## config.mk

```make
export PLATFORM = sky130hd
export DESIGN_NAME = manchester_codec
export DESIGN_NICKNAME = d
export VERILOG_FILES = /design/src/rtl/manchester_codec.sv
export SDC_FILE = /design/constraint.sdc
export NUM_CORES = 1
export LEC_CHECK = 0
export ABC_AREA = 1
export BUFFER_PORTS_ARGS = -buffer_cell sky130_fd_sc_hd__buf_4
export CAP_MARGIN = 20
export CORE_MARGIN = 2
export CORE_UTILIZATION = 55
export CTS_BUF_LIST = sky130_fd_sc_hd__clkbuf_16
export CTS_CLUSTER_DIAMETER = 120
export DETAILED_ROUTE_END_ITERATION = 10
export GPL_ROUTABILITY_DRIVEN = 0
export HOLD_SLACK_MARGIN = 0.05
export PLACE_DENSITY_LB_ADDON = 0.3
export SLEW_MARGIN = 20
export SYNTH_ARGS = -nofsm -noshare
export SYNTH_HDL_FRONTEND = slang
export SYNTH_SLANG_ARGS = --single-unit
```

## constraint.sdc

```tcl
create_clock -name clk -period 4.5 [get_ports clk]
set_input_delay 0.45 -clock clk [delete_from_list [all_inputs] [get_ports clk]]
set_output_delay 0.45 -clock clk [all_outputs]
set_load 0.01 [all_outputs]
```

## src/rtl/manchester_codec.sv

```systemverilog
// manchester_codec: Manchester write encoder and read decoder sharing one clock.
//
// Encoder: accepts a WORD_W-bit word on a tx_valid/tx_ready handshake and
// drives one frame on the head lines. A frame is a start bit (1) followed by
// the data bits, MSB first. Each bit cell is HALF_BIT cycles of !b followed by
// HALF_BIT cycles of b. After the frame the line idles for 2*HALF_BIT cycles
// before the next word is accepted.
// Decoder: synchronizes rd_in and waits for a rising edge (mid start bit).
// It then samples both halves of every data bit cell. A cell whose two halves
// match marks the frame as errored.
//
// Ports:
//   clk       in   system clock, all state changes on its rising edge
//   rst       in   synchronous active-high reset
//   tx_data   in   [WORD_W] word to send, MSB first
//   tx_valid  in   write request
//   tx_ready  out  encoder idle and able to accept a word
//   wr_p      out  head drive, true polarity
//   wr_n      out  head drive, always the complement of wr_p
//   wr_gate   out  write-current enable, high while a frame is driven
//   rd_in     in   raw read signal, asynchronous to clk
//   rx_data   out  [WORD_W] last good decoded word
//   rx_valid  out  one-cycle pulse for a good frame
//   rx_err    out  one-cycle pulse for a frame with a bit-cell error
module manchester_codec #(
  parameter int WORD_W   = 8,
  parameter int HALF_BIT = 512
) (
  input  logic              clk,
  input  logic              rst,
  input  logic [WORD_W-1:0] tx_data,
  input  logic              tx_valid,
  output logic              tx_ready,
  output logic              wr_p,
  output logic              wr_n,
  output logic              wr_gate,
  input  logic              rd_in,
  output logic [WORD_W-1:0] rx_data,
  output logic              rx_valid,
  output logic              rx_err
);

  // One counter width covers a half cell, the 2*HALF_BIT gap and the
  // 1.5*HALF_BIT first decoder wait.
  localparam int CW = $clog2(2 * HALF_BIT) + 1;
  localparam int BW = $clog2(WORD_W + 1) + 1;

  localparam logic [CW-1:0] CNT_ONE    = CW'(1);
  localparam logic [CW-1:0] HALF_LAST  = CW'(HALF_BIT - 1);
  localparam logic [CW-1:0] GAP_LAST   = CW'(2 * HALF_BIT - 1);
  localparam logic [CW-1:0] FIRST_WAIT = CW'(HALF_BIT + HALF_BIT / 2 - 1);
  localparam logic [BW-1:0] BIT_ONE    = BW'(1);
  localparam logic [BW-1:0] LAST_BIT   = BW'(WORD_W);

  typedef enum logic [1:0] {IDLE, SEND, GAP} tx_state_t;
  typedef enum logic [1:0] {RIDLE, RBITS, RDONE} rx_state_t;

  tx_state_t         tx_state_r;
  logic [WORD_W:0]   tx_sh_r;     // MSB is the bit currently on the line
  logic [CW-1:0]     tx_cyc_r;
  logic              tx_half_r;
  logic [BW-1:0]     tx_bit_r;    // 0 = start bit, 1..WORD_W = data bits

  logic              sync1_r;
  logic              rd_s;
  logic              rd_d_r;
  logic [1:0]        fill_r;
  logic              low_seen_r;
  logic              rd_rise_s;

  rx_state_t         rx_state_r;
  logic [CW-1:0]     rx_cnt_r;
  logic [BW-1:0]     rx_bit_r;
  logic              rx_phase_r;  // 0 = next sample is first half, 1 = second half
  logic              rx_a_r;
  logic              rx_bad_r;
  logic [WORD_W-1:0] rx_sh_r;
  logic [WORD_W-1:0] rx_next_s;

  // Encoder FSM with registered line outputs.
  always_ff @(posedge clk) begin
    if (rst) begin
      tx_state_r <= IDLE;
      tx_sh_r    <= '0;
      tx_cyc_r   <= '0;
      tx_half_r  <= 1'b0;
      tx_bit_r   <= '0;
      tx_ready   <= 1'b1;
      wr_p       <= 1'b0;
      wr_n       <= 1'b1;
      wr_gate    <= 1'b0;
    end else begin
      case (tx_state_r)
        IDLE: begin
          if (tx_valid) begin
            tx_state_r <= SEND;
            tx_sh_r    <= {1'b1, tx_data};
            tx_cyc_r   <= '0;
            tx_half_r  <= 1'b0;
            tx_bit_r   <= '0;
            tx_ready   <= 1'b0;
            wr_p       <= 1'b0;   // first half of the start bit is !1
            wr_n       <= 1'b1;
            wr_gate    <= 1'b1;
          end
        end
        SEND: begin
          if (tx_cyc_r == HALF_LAST) begin
            tx_cyc_r <= '0;
            if (!tx_half_r) begin
              tx_half_r <= 1'b1;
              wr_p      <= tx_sh_r[WORD_W];
              wr_n      <= ~tx_sh_r[WORD_W];
            end else if (tx_bit_r == LAST_BIT) begin
              tx_state_r <= GAP;
              tx_half_r  <= 1'b0;
              wr_p       <= 1'b0;
              wr_n       <= 1'b1;
              wr_gate    <= 1'b0;
            end else begin
              tx_half_r <= 1'b0;
              tx_bit_r  <= tx_bit_r + BIT_ONE;
              tx_sh_r   <= tx_sh_r << 1'b1;
              wr_p      <= ~tx_sh_r[WORD_W-1];
              wr_n      <= tx_sh_r[WORD_W-1];
            end
          end else begin
            tx_cyc_r <= tx_cyc_r + CNT_ONE;
          end
        end
        GAP: begin
          if (tx_cyc_r == GAP_LAST) begin
            tx_state_r <= IDLE;
            tx_cyc_r   <= '0;
            tx_ready   <= 1'b1;
          end else begin
            tx_cyc_r <= tx_cyc_r + CNT_ONE;
          end
        end
        default: begin
          tx_state_r <= IDLE;
          tx_cyc_r   <= '0;
          tx_ready   <= 1'b1;
          wr_p       <= 1'b0;
          wr_n       <= 1'b1;
          wr_gate    <= 1'b0;
        end
      endcase
    end
  end

  // Read synchronizer plus arming logic. The reset zeros in the synchronizer
  // are not real line samples, so a rising edge only counts once a genuine
  // low has been seen after the pipeline has filled.
  always_ff @(posedge clk) begin
    if (rst) begin
      sync1_r    <= 1'b0;
      rd_s       <= 1'b0;
      rd_d_r     <= 1'b0;
      fill_r     <= 2'd0;
      low_seen_r <= 1'b0;
    end else begin
      sync1_r <= rd_in;
      rd_s    <= sync1_r;
      rd_d_r  <= rd_s;
      if (fill_r != 2'd2) begin
        fill_r <= fill_r + 2'd1;
      end
      if ((fill_r == 2'd2) && !rd_s) begin
        low_seen_r <= 1'b1;
      end
    end
  end

  // Rising edge of the synchronized line and the next decoded-word value.
  always_comb begin
    rd_rise_s = low_seen_r & ~rd_d_r & rd_s;
    rx_next_s = (rx_sh_r << 1'b1) | WORD_W'(rd_s);
  end

  // Decoder FSM: all samples are HALF_BIT apart, the first one 1.5 half
  // cells after the mid-start-bit edge.
  always_ff @(posedge clk) begin
    if (rst) begin
      rx_state_r <= RIDLE;
      rx_cnt_r   <= '0;
      rx_bit_r   <= '0;
      rx_phase_r <= 1'b0;
      rx_a_r     <= 1'b0;
      rx_bad_r   <= 1'b0;
      rx_sh_r    <= '0;
      rx_data    <= '0;
      rx_valid   <= 1'b0;
      rx_err     <= 1'b0;
    end else begin
      rx_valid <= 1'b0;
      rx_err   <= 1'b0;
      case (rx_state_r)
        RIDLE: begin
          if (rd_rise_s) begin
            rx_state_r <= RBITS;
            rx_cnt_r   <= FIRST_WAIT;
            rx_bit_r   <= BIT_ONE;
            rx_phase_r <= 1'b0;
            rx_bad_r   <= 1'b0;
          end
        end
        RBITS: begin
          if (rx_cnt_r == '0) begin
            rx_cnt_r <= HALF_LAST;
            if (!rx_phase_r) begin
              rx_a_r     <= rd_s;
              rx_phase_r <= 1'b1;
            end else begin
              rx_phase_r <= 1'b0;
              rx_sh_r    <= rx_next_s;
              if (rx_a_r == rd_s) begin
                rx_bad_r <= 1'b1;
              end
              if (rx_bit_r == LAST_BIT) begin
                // Pulses become visible together with RDONE.
                rx_state_r <= RDONE;
                if (rx_bad_r || (rx_a_r == rd_s)) begin
                  rx_err <= 1'b1;
                end else begin
                  rx_valid <= 1'b1;
                  rx_data  <= rx_next_s;
                end
              end else begin
                rx_bit_r <= rx_bit_r + BIT_ONE;
              end
            end
          end else begin
            rx_cnt_r <= rx_cnt_r - CNT_ONE;
          end
        end
        RDONE: begin
          rx_state_r <= RIDLE;
        end
        default: begin
          rx_state_r <= RIDLE;
        end
      endcase
    end
  end

endmodule
```

==> impl_results.md <==
- Final setup violation count: 0
- GRT Total Usage: 0.230
- Post-Synthesis Cells: 574
- Cell Pwr Density: about 520 mW/mm2
- Largest family of logic cells by synthesized area: simple AND/OR/NAND/NOR gates
- Fin area: 0.00441 mm2
- N_diodes: 0
- R2r worst-path depth: 9
- DIE HEIGHT: 88.1 um
- Reg2Reg Capture Point: tx_sh_r[3]$_SDFFE_PP0P_
- Switch Pwr: 0.856 mW
- WHS Endpoint: sync1_r$_SDFF_PP0_
- Clk buf depth: 2
- Total CTS buffers: 9
- Sequential cell area fraction in the yosys report: 0.391
- Final Critical Period: 2.14 ns
- Grt ovf: 0
- RSZ-0062 raised after global routing: false
- Drt first pass iters: 5
- Setup TNS: 0 ns
- Switching share of power: 0.375
- Die X: between 80 and 90 um
- Adder-cell share of the synthesized area: 0.0354
- Pin count of the biggest net entering global routing: 40
- # Max-Cap Violations: 0
- Outcome: complete, no violations
- Wire length per cell: 11.9 um
- Mean Syn Cell Area: 6.78 um2
- Simple-gate share of the synthesized area: 0.340
- Crit path launch type: flip-flop
- Fillcell total: 629
- Fin worst setup slack: 2.36 ns
- Synth Net Count: 597
- Post-synthesis compound-gate area fraction: 0.114
- Clk pin slew, worst setup/hold paths: 0.06 ns
- First-pass GRT wire length: about 14000 um
- Worst slew pin tran: 1.02 ns
- Cell Area, Placed: 0.00410 mm2
- Pint: 1.43 mW
- Power Total: 2.28 mW
- IO Port Bufs: 25
- Hold-fix buffers, CTS: 0
- Post-DRT Antenna Nets: 0
- DR vias/cell: 5.19
- CP max stage cell: ha_1
- Clock power frac: 0.327
- Synth-to-Final Area Change: 13.2%
- Hold Path Cell Cnt: 3
- Post-CTS Setup Inserts: 0
- Core area: 0.00683 mm2
- Synth Register Bits: 76
- Share of layout cells above drive strength 1: 0.122
- Hold/Removal Path Class: input pin to flip-flop
- Ports: 26
- Max H-tree Level: 3
- DRT iter0 DRCs: 242
- CP max stage delay: around 0.36 ns
- Initial antenna violation count: 0
- Worst setup EP type: flip-flop
- Post-cts repair resize count: 0
- Skew final: 0.00382 ns
- DRC Markers: 0
- Req. time, crit path: 4.77 ns
- Dpl hpwl: 5360 um
- Clock latency on the worst-skew pair: 0.34 ns
- Arrival time at the worst endpoint: 2.41 ns
- Pre-CTS setup slack: 2.40 ns
- Combinational power share: 0.316
- Yosys cell types: 32
- Crit path cell chain: inv_1 -> ha_1 -> inv_2 -> nand2_1 -> a21oi_4 -> nand2_2 -> inv_2 -> nor2_1 -> nor2_1
- Slew margin rel.: 0.315
- Root buf cell: clkbuf_16
- DR vias: between 3k and 4k
- # rows: 30
- R2r setup slk: 2.36 ns
- Max FO, Critical Path: 15
- Number of global-route vias before repair: 3286
- Final number of hold-violating endpoints: 0
- Reg-to-Reg Start: tx_state_r[1]$_SDFFE_PP0P_
- CTS sink count: 76
- Area of the die: 0.00777 mm2
- Post-Syn Area: about 0.0039 mm2
- Crit share post-route: 0.476
- F_max: around 0.47 GHz
- Synth Area in XOR/XNOR: 0.0180
- Mux cell area share after synthesis: 0
- Synth Warn #: 0
- Register share of total power: 0.358
- Final wirelength: 8260 um
- Initial core utilization: 0.570
- Leakage: 1.98 nW
- Slew Limit Fails: 0
- # nets final: 615
- HP Start: rd_in
- Crit Path Class: flip-flop to flip-flop
- Peak supply drop: approximately 0.00034 V
- CTS tree: built
area by class of cell:
type / count / area, um2 / share of cell area
Multi-Input combinational cell: 403 / 1980 / 0.449
Sequential cell: 76 / 1520 / 0.345
Inverter: 76 / 285 / 0.0647
Clock buffer: 9 / 225 / 0.0511
Timing Repair Buffer: 26 / 195 / 0.0443
Tap cell: 96 / 120 / 0.0272
Clock inverter: 7 / 82.6 / 0.0187
worst max-delay path, delay by kind of cell (launching register included):
kind                     cells  cell delay [ns]
AO/OA/AOI/OAI                1             0.30
adder cells (fa/ha/maj)      1             0.36
buffers and inverters        3             0.55
flip-flops                   1             0.33
AND/OR/NAND/NOR              4             0.56
routing by layer:
layer,part of all wire,routed length [um],GRT usage
met1,0.46,3810,0.295
met2,0.47,3870,0.365
met3,0.040,327,0.0396
met4,0.030,248,0.131
met5,0,0,0
synthesized netlist by cell type:
master / number / area (um2)
a21oi_1: 46 / 230
a21oi_4: 1 / 16.3
a31o_2: 1 / 8.76
a31oi_1: 4 / 25.0
and3_1: 1 / 6.26
buf_1: 1 / 3.75
buf_2: 5 / 25.0
buf_6: 4 / 45.0
clkbuf_1: 9 / 33.8
dfxtp_1: 76 / 1520
ha_1: 11 / 138
inv_1: 70 / 263
inv_2: 6 / 22.5
nand2_1: 141 / 529
nand2_2: 8 / 50.1
nand2_4: 1 / 11.3
nand3_1: 43 / 215
nand3_2: 4 / 40.0
nand3b_1: 4 / 30.0
nand4_1: 10 / 62.6
nor2_1: 78 / 293
nor2_2: 5 / 31.3
nor2_4: 4 / 45.0
nor3_1: 1 / 5.00
o211ai_1: 2 / 15.0
o21a_1: 1 / 7.51
o21ai_0: 17 / 85.1
o21ai_1: 10 / 50.1
o31ai_1: 1 / 7.51
or2_2: 1 / 6.26
xnor2_1: 3 / 26.3
xor2_1: 5 / 43.8
worst max path at each step:
stage	start	end	slack [ns]
4_1_cts	tx_state_r[1]$_SDFFE_PP0P_	tx_sh_r[3]$_SDFFE_PP0P_	2.37
6_report	tx_state_r[1]$_SDFFE_PP0P_	tx_sh_r[3]$_SDFFE_PP0P_	2.36
2_1_floorplan	tx_state_r[0]$_SDFFE_PP0P_	tx_bit_r[0]$_SDFFE_PP0P_	2.93
3_3_place_gp	tx_state_r[1]$_SDFFE_PP0P_	tx_sh_r[6]$_SDFFE_PP0P_	2.50
3_5_place_dp	tx_state_r[1]$_SDFFE_PP0P_	tx_sh_r[4]$_SDFFE_PP0P_	2.40
5_1_grt	tx_state_r[1]$_SDFFE_PP0P_	tx_sh_r[3]$_SDFFE_PP0P_	2.13
state kept, by name (all words and copies together) (netlist names):
name	count
wr_n	1
tx_state_r	2
rx_a_r	1
low_seen_r	1
rx_cnt_r	11
rx_err	1
rd_d_r	1
tx_bit_r	5
tx_ready	1
rx_valid	1
fill_r	2
sync1_r	1
rx_state_r	2
wr_gate	1
tx_sh_r	9
rx_phase_r	1
rd_s	1
rx_bit_r	5
rx_data	8
tx_cyc_r	11
wr_p	1
tx_half_r	1
rx_bad_r	1
rx_sh_r	7
through the flow:
| step | util | hold slack, ns | cells |
|---|---|---|---|
| global placement | 0.600 | 0.437 | 677 |
| finish | 0.645 | 0.324 | 693 |
| floorplan | - | 0.388 | 574 |
| detailed placement | 0.600 | 0.446 | 677 |
| CTS | 0.645 | 0.326 | 693 |
| global route | 0.645 | 0.370 | 693 |
power by group through the flow:
stage          Combinational (mW)  Sequential, mW  Clock, mW
4_1_cts                     0.718           0.816      0.754
6_report                    0.720           0.817      0.746
2_1_floorplan               0.579           0.825          0
3_5_place_dp                0.706           0.829          0
3_3_place_gp                0.691           0.827          0
5_1_grt                     0.815           0.828      0.779
cells in the final DEF (no fill, tap or decap), drive strengths merged, types with 2 or more instances in the layout:
master / synthesis / layout
clkinvlp: 0 / 2
inv: 76 / 78
buf: 10 / 26
o211ai: 2 / 2
ha: 11 / 11
nand4: 10 / 10
clkbuf: 9 / 9
xnor2: 3 / 3
dfxtp: 76 / 76
nand3: 47 / 47
nand2: 150 / 150
a31oi: 4 / 4
xor2: 5 / 5
nand3b: 4 / 4
o21ai: 27 / 27
nor2: 87 / 87
a21oi: 47 / 47
clkinv: 0 / 2
cell families (layout without fill, tap and decap cells):
group	count (synthesis)	count (layout)
buffers and inverters	95	118
AO/OA/AOI/OAI	83	83
flip-flops	76	76
XOR/XNOR	8	8
adder cells (fa/ha/maj)	11	11
AND/OR/NAND/NOR	301	301
Power figures use the tool's default switching activity.
